## src/rtl/i2s_mix_pkg.sv

```systemverilog
// Shared definitions for the N-lane I2S mixer: word-select side encoding,
// the supported lane limit and the signed clamp used by the saturating mix.
package i2s_mix_pkg;

  localparam logic SIDE_LEFT  = 1'b0;
  localparam logic SIDE_RIGHT = 1'b1;
  localparam int   MAX_LANES  = 8;

  // Clamp a signed value into the two's complement range of a w-bit word.
  function automatic logic signed [63:0] sat_clamp(input logic signed [63:0] v,
                                                   input int unsigned        w);
    logic signed [63:0] hi;
    logic signed [63:0] lo;
    hi = (64'sd1 <<< (w - 1)) - 64'sd1;
    lo = -hi - 64'sd1;
    if (v > hi) return hi;
    if (v < lo) return lo;
    return v;
  endfunction

endpackage

```

## src/rtl/i2s_rx_lane.sv

```systemverilog
// One I2S input lane: assembles the serial word MSB first into a left-aligned
// register and commits it to the left or right holding register when the
// top level signals a word-select edge. Bit position and edge come from the
// shared counter in the top level.
module i2s_rx_lane
  import i2s_mix_pkg::*;
#(
  parameter int WIDTH = 24,
  parameter int CNT_W = $clog2(WIDTH + 1)
) (
  input  logic             sck,
  input  logic             reset_n,
  input  logic             sd_i,
  input  logic             edge_i,
  input  logic             side_i,
  input  logic [CNT_W-1:0] bit_cnt_i,
  output logic [WIDTH-1:0] hold_left_o,
  output logic [WIDTH-1:0] hold_right_o
);

  logic [WIDTH-1:0] asm_q, asm_d;
  logic [WIDTH-1:0] hold_left_q, hold_right_q;

  // Place the current bit at WIDTH-1-bit_cnt; a saturated counter matches no bit.
  always_comb begin
    asm_d = asm_q;
    for (int i = 0; i < WIDTH; i++) begin
      if (bit_cnt_i == CNT_W'(WIDTH - 1 - i)) asm_d[i] = sd_i;
    end
  end

  // On an edge the word (including this cycle's last bit) is committed and assembly restarts.
  always_ff @(posedge sck or negedge reset_n) begin
    if (!reset_n) begin
      asm_q        <= '0;
      hold_left_q  <= '0;
      hold_right_q <= '0;
    end else if (edge_i) begin
      asm_q <= '0;
      if (side_i == SIDE_LEFT) hold_left_q  <= asm_d;
      else                     hold_right_q <= asm_d;
    end else begin
      asm_q <= asm_d;
    end
  end

  assign hold_left_o  = hold_left_q;
  assign hold_right_o = hold_right_q;

endmodule

```

## src/rtl/i2s_mixer_nch.sv

```systemverilog
// N-lane I2S receiver/mixer. Lanes share sck and ws; the enabled lanes are
// summed per side as signed values and re-serialised on the falling edge with
// one frame of latency. Build option MIX_SAT_EN selects a clamped sum with a
// clip pulse; without it the sum is arithmetically shifted down by SUM_SHIFT.
module i2s_mixer_nch
  import i2s_mix_pkg::*;
#(
  parameter int N_IN      = 2,
  parameter int WIDTH     = 24,
  parameter int CNT_W     = $clog2(WIDTH + 1),
  parameter int SUM_SHIFT = $clog2(N_IN)
) (
  input  logic            sck,
  input  logic            reset_n,
  input  logic            ws,
  input  logic [N_IN-1:0] sd_in,
  input  logic [N_IN-1:0] ch_en,
  output logic            sd_out,
  output logic            ws_out,
  output logic            frame_strobe,
  output logic            clip
);

  localparam int               SUM_W   = WIDTH + SUM_SHIFT;
  localparam logic [CNT_W-1:0] CNT_MAX = CNT_W'(WIDTH);

  logic             ws_q;
  logic             ws_edge;
  logic             load_q;
  logic             fs_q;
  logic [CNT_W-1:0] bit_cnt_q, bit_cnt_d;

  logic [N_IN-1:0][WIDTH-1:0] hold_l;
  logic [N_IN-1:0][WIDTH-1:0] hold_r;

  logic signed [SUM_W-1:0] sum;
  logic signed [WIDTH-1:0] lane_word;
  logic [WIDTH-1:0]        out_word;

  logic [WIDTH-1:0] shift_q;
  logic             sd_out_q;
  logic             ws_out_q;

  assign ws_edge = ws ^ ws_q;

  // Bit position restarts on every ws edge and stops counting once the word is full.
  always_comb begin
    bit_cnt_d = bit_cnt_q;
    if (ws_edge)                  bit_cnt_d = '0;
    else if (bit_cnt_q < CNT_MAX) bit_cnt_d = bit_cnt_q + 1'b1;
  end

  // Rising-edge control: ws history, bit counter, load request and frame strobe.
  always_ff @(posedge sck or negedge reset_n) begin
    if (!reset_n) begin
      ws_q      <= 1'b0;
      bit_cnt_q <= '0;
      load_q    <= 1'b0;
      fs_q      <= 1'b0;
    end else begin
      ws_q      <= ws;
      bit_cnt_q <= bit_cnt_d;
      load_q    <= ws_edge;
      fs_q      <= ws_edge & ws_q;
    end
  end

  for (genvar k = 0; k < N_IN; k++) begin : g_lane
    i2s_rx_lane #(
      .WIDTH(WIDTH),
      .CNT_W(CNT_W)
    ) u_lane (
      .sck         (sck),
      .reset_n     (reset_n),
      .sd_i        (sd_in[k]),
      .edge_i      (ws_edge),
      .side_i      (ws_q),
      .bit_cnt_i   (bit_cnt_q),
      .hold_left_o (hold_l[k]),
      .hold_right_o(hold_r[k])
    );
  end

  // Signed sum of the enabled lanes for the side of the slot now starting.
  always_comb begin
    sum       = '0;
    lane_word = '0;
    for (int k = 0; k < N_IN; k++) begin
      lane_word = (ws_q == SIDE_RIGHT) ? hold_r[k] : hold_l[k];
      if (ch_en[k] && (k < MAX_LANES)) sum = sum + SUM_W'(lane_word);
    end
  end

`ifdef MIX_SAT_EN
  logic signed [63:0] sum_ext;
  logic signed [63:0] clamped;
  logic               sat_hit;
  logic               clip_q;

  assign sum_ext  = 64'(sum);
  assign clamped  = sat_clamp(sum_ext, WIDTH);
  assign out_word = WIDTH'(clamped);
  assign sat_hit  = (clamped != sum_ext);

  // Clip flags the word just loaded and lasts a single bit period.
  always_ff @(negedge sck or negedge reset_n) begin
    if (!reset_n) clip_q <= 1'b0;
    else          clip_q <= load_q & sat_hit;
  end

  assign clip = clip_q;
`else
  assign out_word = WIDTH'(sum >>> SUM_SHIFT);
  assign clip     = 1'b0;
`endif

  // Falling-edge output: load the mix after an edge, otherwise shift out MSB first with zero fill.
  always_ff @(negedge sck or negedge reset_n) begin
    if (!reset_n) begin
      shift_q  <= '0;
      sd_out_q <= 1'b0;
      ws_out_q <= 1'b0;
    end else if (load_q) begin
      sd_out_q <= out_word[WIDTH-1];
      shift_q  <= {out_word[WIDTH-2:0], 1'b0};
      ws_out_q <= ws_q;
    end else begin
      sd_out_q <= shift_q[WIDTH-1];
      shift_q  <= {shift_q[WIDTH-2:0], 1'b0};
    end
  end

  assign sd_out       = sd_out_q;
  assign ws_out       = ws_out_q;
  assign frame_strobe = fs_q;

endmodule

```

## config.mk

```make
export PLATFORM = sky130hd
export DESIGN_NAME = i2s_mixer_nch
export DESIGN_NICKNAME = d
export VERILOG_FILES = /design/src/rtl/i2s_mix_pkg.sv /design/src/rtl/i2s_rx_lane.sv /design/src/rtl/i2s_mixer_nch.sv
export SDC_FILE = /design/constraint.sdc
export NUM_CORES = 1
export LEC_CHECK = 0
export CORE_MARGIN = 4
export CORE_UTILIZATION = 40
export CTS_BUF_LIST = sky130_fd_sc_hd__clkbuf_4
export CTS_CLUSTER_DIAMETER = 30
export CTS_CLUSTER_SIZE = 16
export DETAILED_ROUTE_END_ITERATION = 10
export PLACE_DENSITY = 0.66
export REMOVE_ABC_BUFFERS = 1
export SLEW_MARGIN = 20
export SYNTH_ARGS = -nofsm -noshare
export SYNTH_HDL_FRONTEND = slang
export SYNTH_HIERARCHICAL = 1
export SYNTH_SLANG_ARGS = --single-unit
```

## constraint.sdc

```tcl
create_clock -name sck -period 7.75 [get_ports sck]
set_clock_uncertainty 0.15 [all_clocks]
set_input_delay 1.55 -clock sck [delete_from_list [all_inputs] [get_ports sck]]
set_output_delay 1.55 -clock sck [all_outputs]
set_load 0.02 [all_outputs]
```

Word-level counts from Yosys, hierarchy flattened --
Index checks and enable logic that the tools add are counted.
Cells by class: add/sub/neg operators 2, $mul 0, div/mod/pow operators 0, magnitude comparators 1, equal/unequal tests 23, shift-type cells 0, mux-type cells 58, bitwise logic cells 3, reductions and logical operators 4
Operators by type and width (count):
- 2-to-1 mux 24 bit | 5
- 2-to-1 mux 25 bit | 2
- 2-to-1 mux 1 bit | 49
- == test 5 x 4 -> 1 bit (second input constant) | 8
- == test 5 bit (second input constant) | 8
- adder 25 x 24 -> 25 bit | 1
- == test 5 x 3 -> 1 bit (second input constant) | 4
- == test 5 x 2 -> 1 bit (second input constant) | 2
- 2-to-1 mux 5 bit | 2
- adder 5 x 1 -> 5 bit (second input constant) | 1
- == test 5 x 1 -> 1 bit (second input constant) | 1
- zero test 5 bit | 1
- less-than comparator 5 bit (second input constant) | 1
- AND reduction 2 bit | 2
- nonzero test 2 bit | 1
- bitwise AND 1 bit | 1
- inverter 1 bit | 1
- bitwise XOR 1 bit | 1
Word-level totals: flip-flop bits (word level) 178, bits in latches 0, RAM bits 0, bits in read-only memories 0, bits of input ports 7, output and inout bits 4, logic and storage cells 104, memories kept 0

Depth between registers and ports, before layout --
depth in word-level cells 5, depth in mapped cells 13, depth with buffers taken out 10

Cells and area by module --
Netlist, hierarchy kept.
Modules (own cells, without submodules):
- i2s_rx_lane | instances 2, cells each 287, area each 2969.1 um^2
- i2s_mixer_nch | instances 1, cells each 408, area each 3311.9 um^2

==> results.md <==
- The number of nets in the finished design is around 1.1k.
- The first-pass iteration count of the detailed router is 6.
- The critical path is of the primary input to flip-flop type.
- The maximum count of clock buffers along a single path is 2.
- The width of the die is 160.1 um.
- For the worst setup path, the data arrival time is approximately 4000 ps.
- Among all stages on the critical path, the largest delay is contributed by sky130_fd_sc_hd__a221o_1.
- In this run, post-CTS hold repair placed 0 buffers.
- Averaged over all synthesized cells, the footprint is about 9.4 um2.
- The maximum fanout along the worst path is 11.
- The synthesized design contains 0 enable-type register cells.
- The primary flip-flop cell chosen by synthesis mapping is sky130_fd_sc_hd__dfrtp_1.
- The kind of start point of the critical path is a primary input.
- The first global-routing pass estimated about 40 mm of wire.
- The detailed router's first-iteration violation count is slightly below 700.
- The initial antenna violation count came to 1.
- In this run the number of H-tree levels came out at 4.
- The DRC violations left is 0.
- The final hold violation count is 0.
- The max-capacitance violation count is 0.
- The worst endpoint required time is approximately 4000 ps.
- In this run the critical register-to-register path is launched from ws_q.
- The internal reg-to-reg setup slack is approximately 440 ps.
- The normalized max-slew margin is 0.3653.
- The critical path crosses 14 cells after its start point.
- The number of port buffers is 9.
- The wire-length estimate of the detail-placed layout is between 15 and 20 mm.
- The part of the total power dissipated in the clock network is 0.213.
- The synthesis-to-finish area growth is 15.37%.
- The critical path contains buffers and inverters numbering 5 combined.
- Clock tree synthesis found a total of between 150 and 200 sinks.
- For this run, asynchronously set or reset flops after synthesis account for 1.000.
- The vertical extent of the die is ~160 um.
- The worst hold slack is ~240 ps.
- The analysis attributes to cell leakage a power of around 0.0046 uW.
- The library cells used most frequently in the layout, excluding fill and tap cells, are sky130_fd_sc_hd__dfrtp_1, sky130_fd_sc_hd__nor2_1, sky130_fd_sc_hd__a31oi_1.
- Buffers inserted during clock tree synthesis total 17.
- Entering global routing, the biggest net connects 74 pins.
- Summed over all layers, the global routing overflow is 0.
- After clock tree synthesis, the clock-pin slew on the worst setup and hold paths is 100 ps.
- After synthesis the netlist holds a flip-flop and latch count of about 180.
- The end-of-flow core utilization is 0.4699.
- For the worst-skew pair, the clock arrives at the later sink with an insertion delay of around 600 ps.
- The class of the most critical hold timing path is flip-flop to flip-flop.
- Total power for the finished layout comes to 2614 uW.
- The root buffer selected by CTS is sky130_fd_sc_hd__clkbuf_4.
- Across every metal layer, demand over resource in global routing totals 0.1934.
- The switching power share of the total is 0.3594.
- The fraction of layout cells with a size suffix above 1 is 0.1966.
- The share of total power dissipated in sequential elements is 0.443.
- The share of total power dissipated in combinational logic is 0.344.
- The full die area is approximately 26000 um2.
- After detailed routing, the number of vias per cell comes to around 5.7.
- The CTS tree is yes.
- The cell count of the worst reg-to-reg path is 11.
- The final RePlAce weighted congestion is ~0.92.
- The analysis attributes to net switching a power of between 900 and 1000 uW.
- The total wire length after detailed routing is 24.32 mm.
- The number of warning messages in the yosys log is 6.
- The critical path startpoint is ch_en[0].
- The flow ran to the end, and the final reports show no timing, DRC or antenna violations.
- The number of standard cells after synthesis is 982.
- Following the worst setup path forward leads to its endpoint at shift_q[22].
- The total area inside the core boundary comes to around 23000 um2.
- The internal portion of the total power is 1674 uW.
- The endpoint kind of the worst setup timing path is a flip-flop.
- The number of global-route vias before repair is about 7.3k.
- The signal on the critical path passes through dlygate4sd2_1 > inv_4 > buf_12 > buf_16 > nor2_1 > ha_1 > buf_4 > a21oi_1 > o21ai_1 > nor3_4 > a211oi_4 > o211ai_1 > mux2i_1 > a221o_1.
- The share of the Yosys chip area taken by registers is 0.4788.
- The kind of cell with the highest combined delay on the critical path is compound AO/OA/AOI/OAI gates.
- The number of standard-cell rows in the floorplan is 55.
- The power density over the cells is about 240 nW/um2.
- The setup-violating endpoint count in the final report is 0.
- In the final timing run, aggregate negative setup slack is 0 ps.
- The number of different library cells in the post-synthesis netlist is just over 60.
- The worst-case IR drop observed on VDD is roughly 0.075 mV.
- The via count is 7705.
- The worst register-to-register path ends at shift_q[22].
- Setup repair after global routing left no endpoint under its margin.
- Once detail routing completed, the nets flagged for antenna violations numbered 0.
- The final number of max-transition violations is 0.
- The critical path's largest stage delay is between 300 and 400 ps.
- The leading cell type in the layout, fill and taps excluded is sky130_fd_sc_hd__dfrtp_1.
- For this configuration, the core starts out at a cell density of 0.4073.
- The routed length per instance is 18.03 um.
- At the pin with the least slew margin, the transition time is about 950 ps.
- The post-synth design cell area is roughly 9300 um2.
- The I/O pin count is 11.
==> repair_timing <==
action                     CTS  global route
gates cloned                 2             0
buffers inserted             1             0
resized for setup           27             3
pin swaps                   13             2
setup endpoints to repair    8             7
==> per-layer routing <==
layer / global-route usage / routed length (um)
met4: 0.06453 / 559
met3: 0.03148 / 816
met2: 0.2923 / 11210
met1: 0.2837 / 11730
met5: 0 / 0
==> per-stage QoR <==
step / std cells / setup WS [ps] / cell area (um2)
6_report: 1349 / 99.30 / 10670
5_1_grt: 1349 / 15.90 / 10670
4_1_cts: 1346 / 101.3 / 10600
3_5_place_dp: 1311 / -716.6 / 10140
3_3_place_gp: 1311 / -648.6 / 10140
2_1_floorplan: 927 / -476.7 / 8976
==> cell type report <==
class / count / area, um2
diodes: 1 / 2.502
clock buffers: 17 / 127.6
clock inverters: 15 / 171.4
fillers: 2139 / 12040
inverters: 14 / 55.05
multi-input cells: 736 / 4614
flip-flops and latches: 177 / 4431
well taps: 285 / 356.6
repair buffers: 104 / 913.4
==> kinds of logic (layout without fill, tap and decap cells) <==
logic type / Yosys count / count (layout) / share of synthesized area
mux: 49 / 49 / 0.05640
buf+inv: 69 / 150 / 0.03530
compound gates: 317 / 317 / 0.2083
xor+xnor: 19 / 19 / 0.01799
fa+ha+maj: 26 / 26 / 0.03598
flops: 177 / 177 / 0.4788
other cells: 1 / 2 / 0.0004054
simple gates: 324 / 324 / 0.1668
==> worst min-delay path by stage <==
| stage | from | endpoint | slack [ps] | depth (start not counted) |
|---|---|---|---|---|
| 2_1_floorplan | shift_q[1] | shift_q[2] | 240 | 2 |
| 3_3_place_gp | shift_q[1] | shift_q[2] | 250 | 2 |
| 3_5_place_dp | shift_q[12] | shift_q[13] | 250 | 1 |
| 4_1_cts | shift_q[1] | shift_q[2] | 240 | 2 |
| 5_1_grt | shift_q[1] | shift_q[2] | 260 | 2 |
| 6_report | shift_q[1] | shift_q[2] | 240 | 2 |
==> cell usage after synthesis, drive strengths merged, types with 5 or more instances <==
| master | n | area, um2 |
|---|---|---|
| nand2 | 82 | 307.8 |
| and3 | 8 | 50.05 |
| o31ai | 7 | 52.55 |
| mux2i | 24 | 240.2 |
| o21ai | 68 | 400.4 |
| nor3 | 21 | 105.1 |
| ha | 25 | 312.8 |
| nand3b | 5 | 50.05 |
| or3b | 6 | 57.55 |
| buf | 35 | 198.9 |
| dfrtn | 25 | 625.6 |
| dfrtp | 152 | 3804 |
| a21oi | 104 | 528.0 |
| inv | 14 | 52.55 |
| clkbuf | 20 | 75.07 |
| nand2b | 6 | 37.54 |
| a31oi | 104 | 650.6 |
| nand3 | 6 | 35.03 |
| a21o | 8 | 60.06 |
| nor3b | 12 | 120.1 |
| nor2 | 148 | 555.5 |
| mux2 | 25 | 281.5 |
| and3b | 10 | 87.58 |
| xor2 | 6 | 52.55 |
| xnor2 | 13 | 113.9 |
| or3 | 6 | 47.54 |
==> state kept, by name (all words and copies together), names as in the netlist <==
signal / cells
ws_q: 1
load_q: 1
bit_cnt_q: 5
sd_out: 1
frame_strobe: 1
ws_out: 1
g_lane.u_lane/hold_right_o: 48
g_lane.u_lane/hold_left_o: 48
g_lane.u_lane/asm_q: 48
shift_q: 23
==> power by group through the flow <==
stage | registers (uW) | clock network (uW) | logic, uW
floorplan | 1160 | 0 | 514
global placement | 1170 | 0 | 846
detailed placement | 1180 | 0 | 858
CTS | 1160 | 570 | 886
global route | 1180 | 610 | 992
finish | 1160 | 557 | 899
==> worst register-to-register path: cells and delay by family (launching register included) <==
kind | cells | cell delay (ps)
compound gates | 4 | 860
mux | 2 | 600
simple gates | 3 | 510
flops | 1 | 420
fa+ha+maj | 1 | 380
buf+inv | 1 | 280
Note: power is estimated with default switching activity, not from simulation.
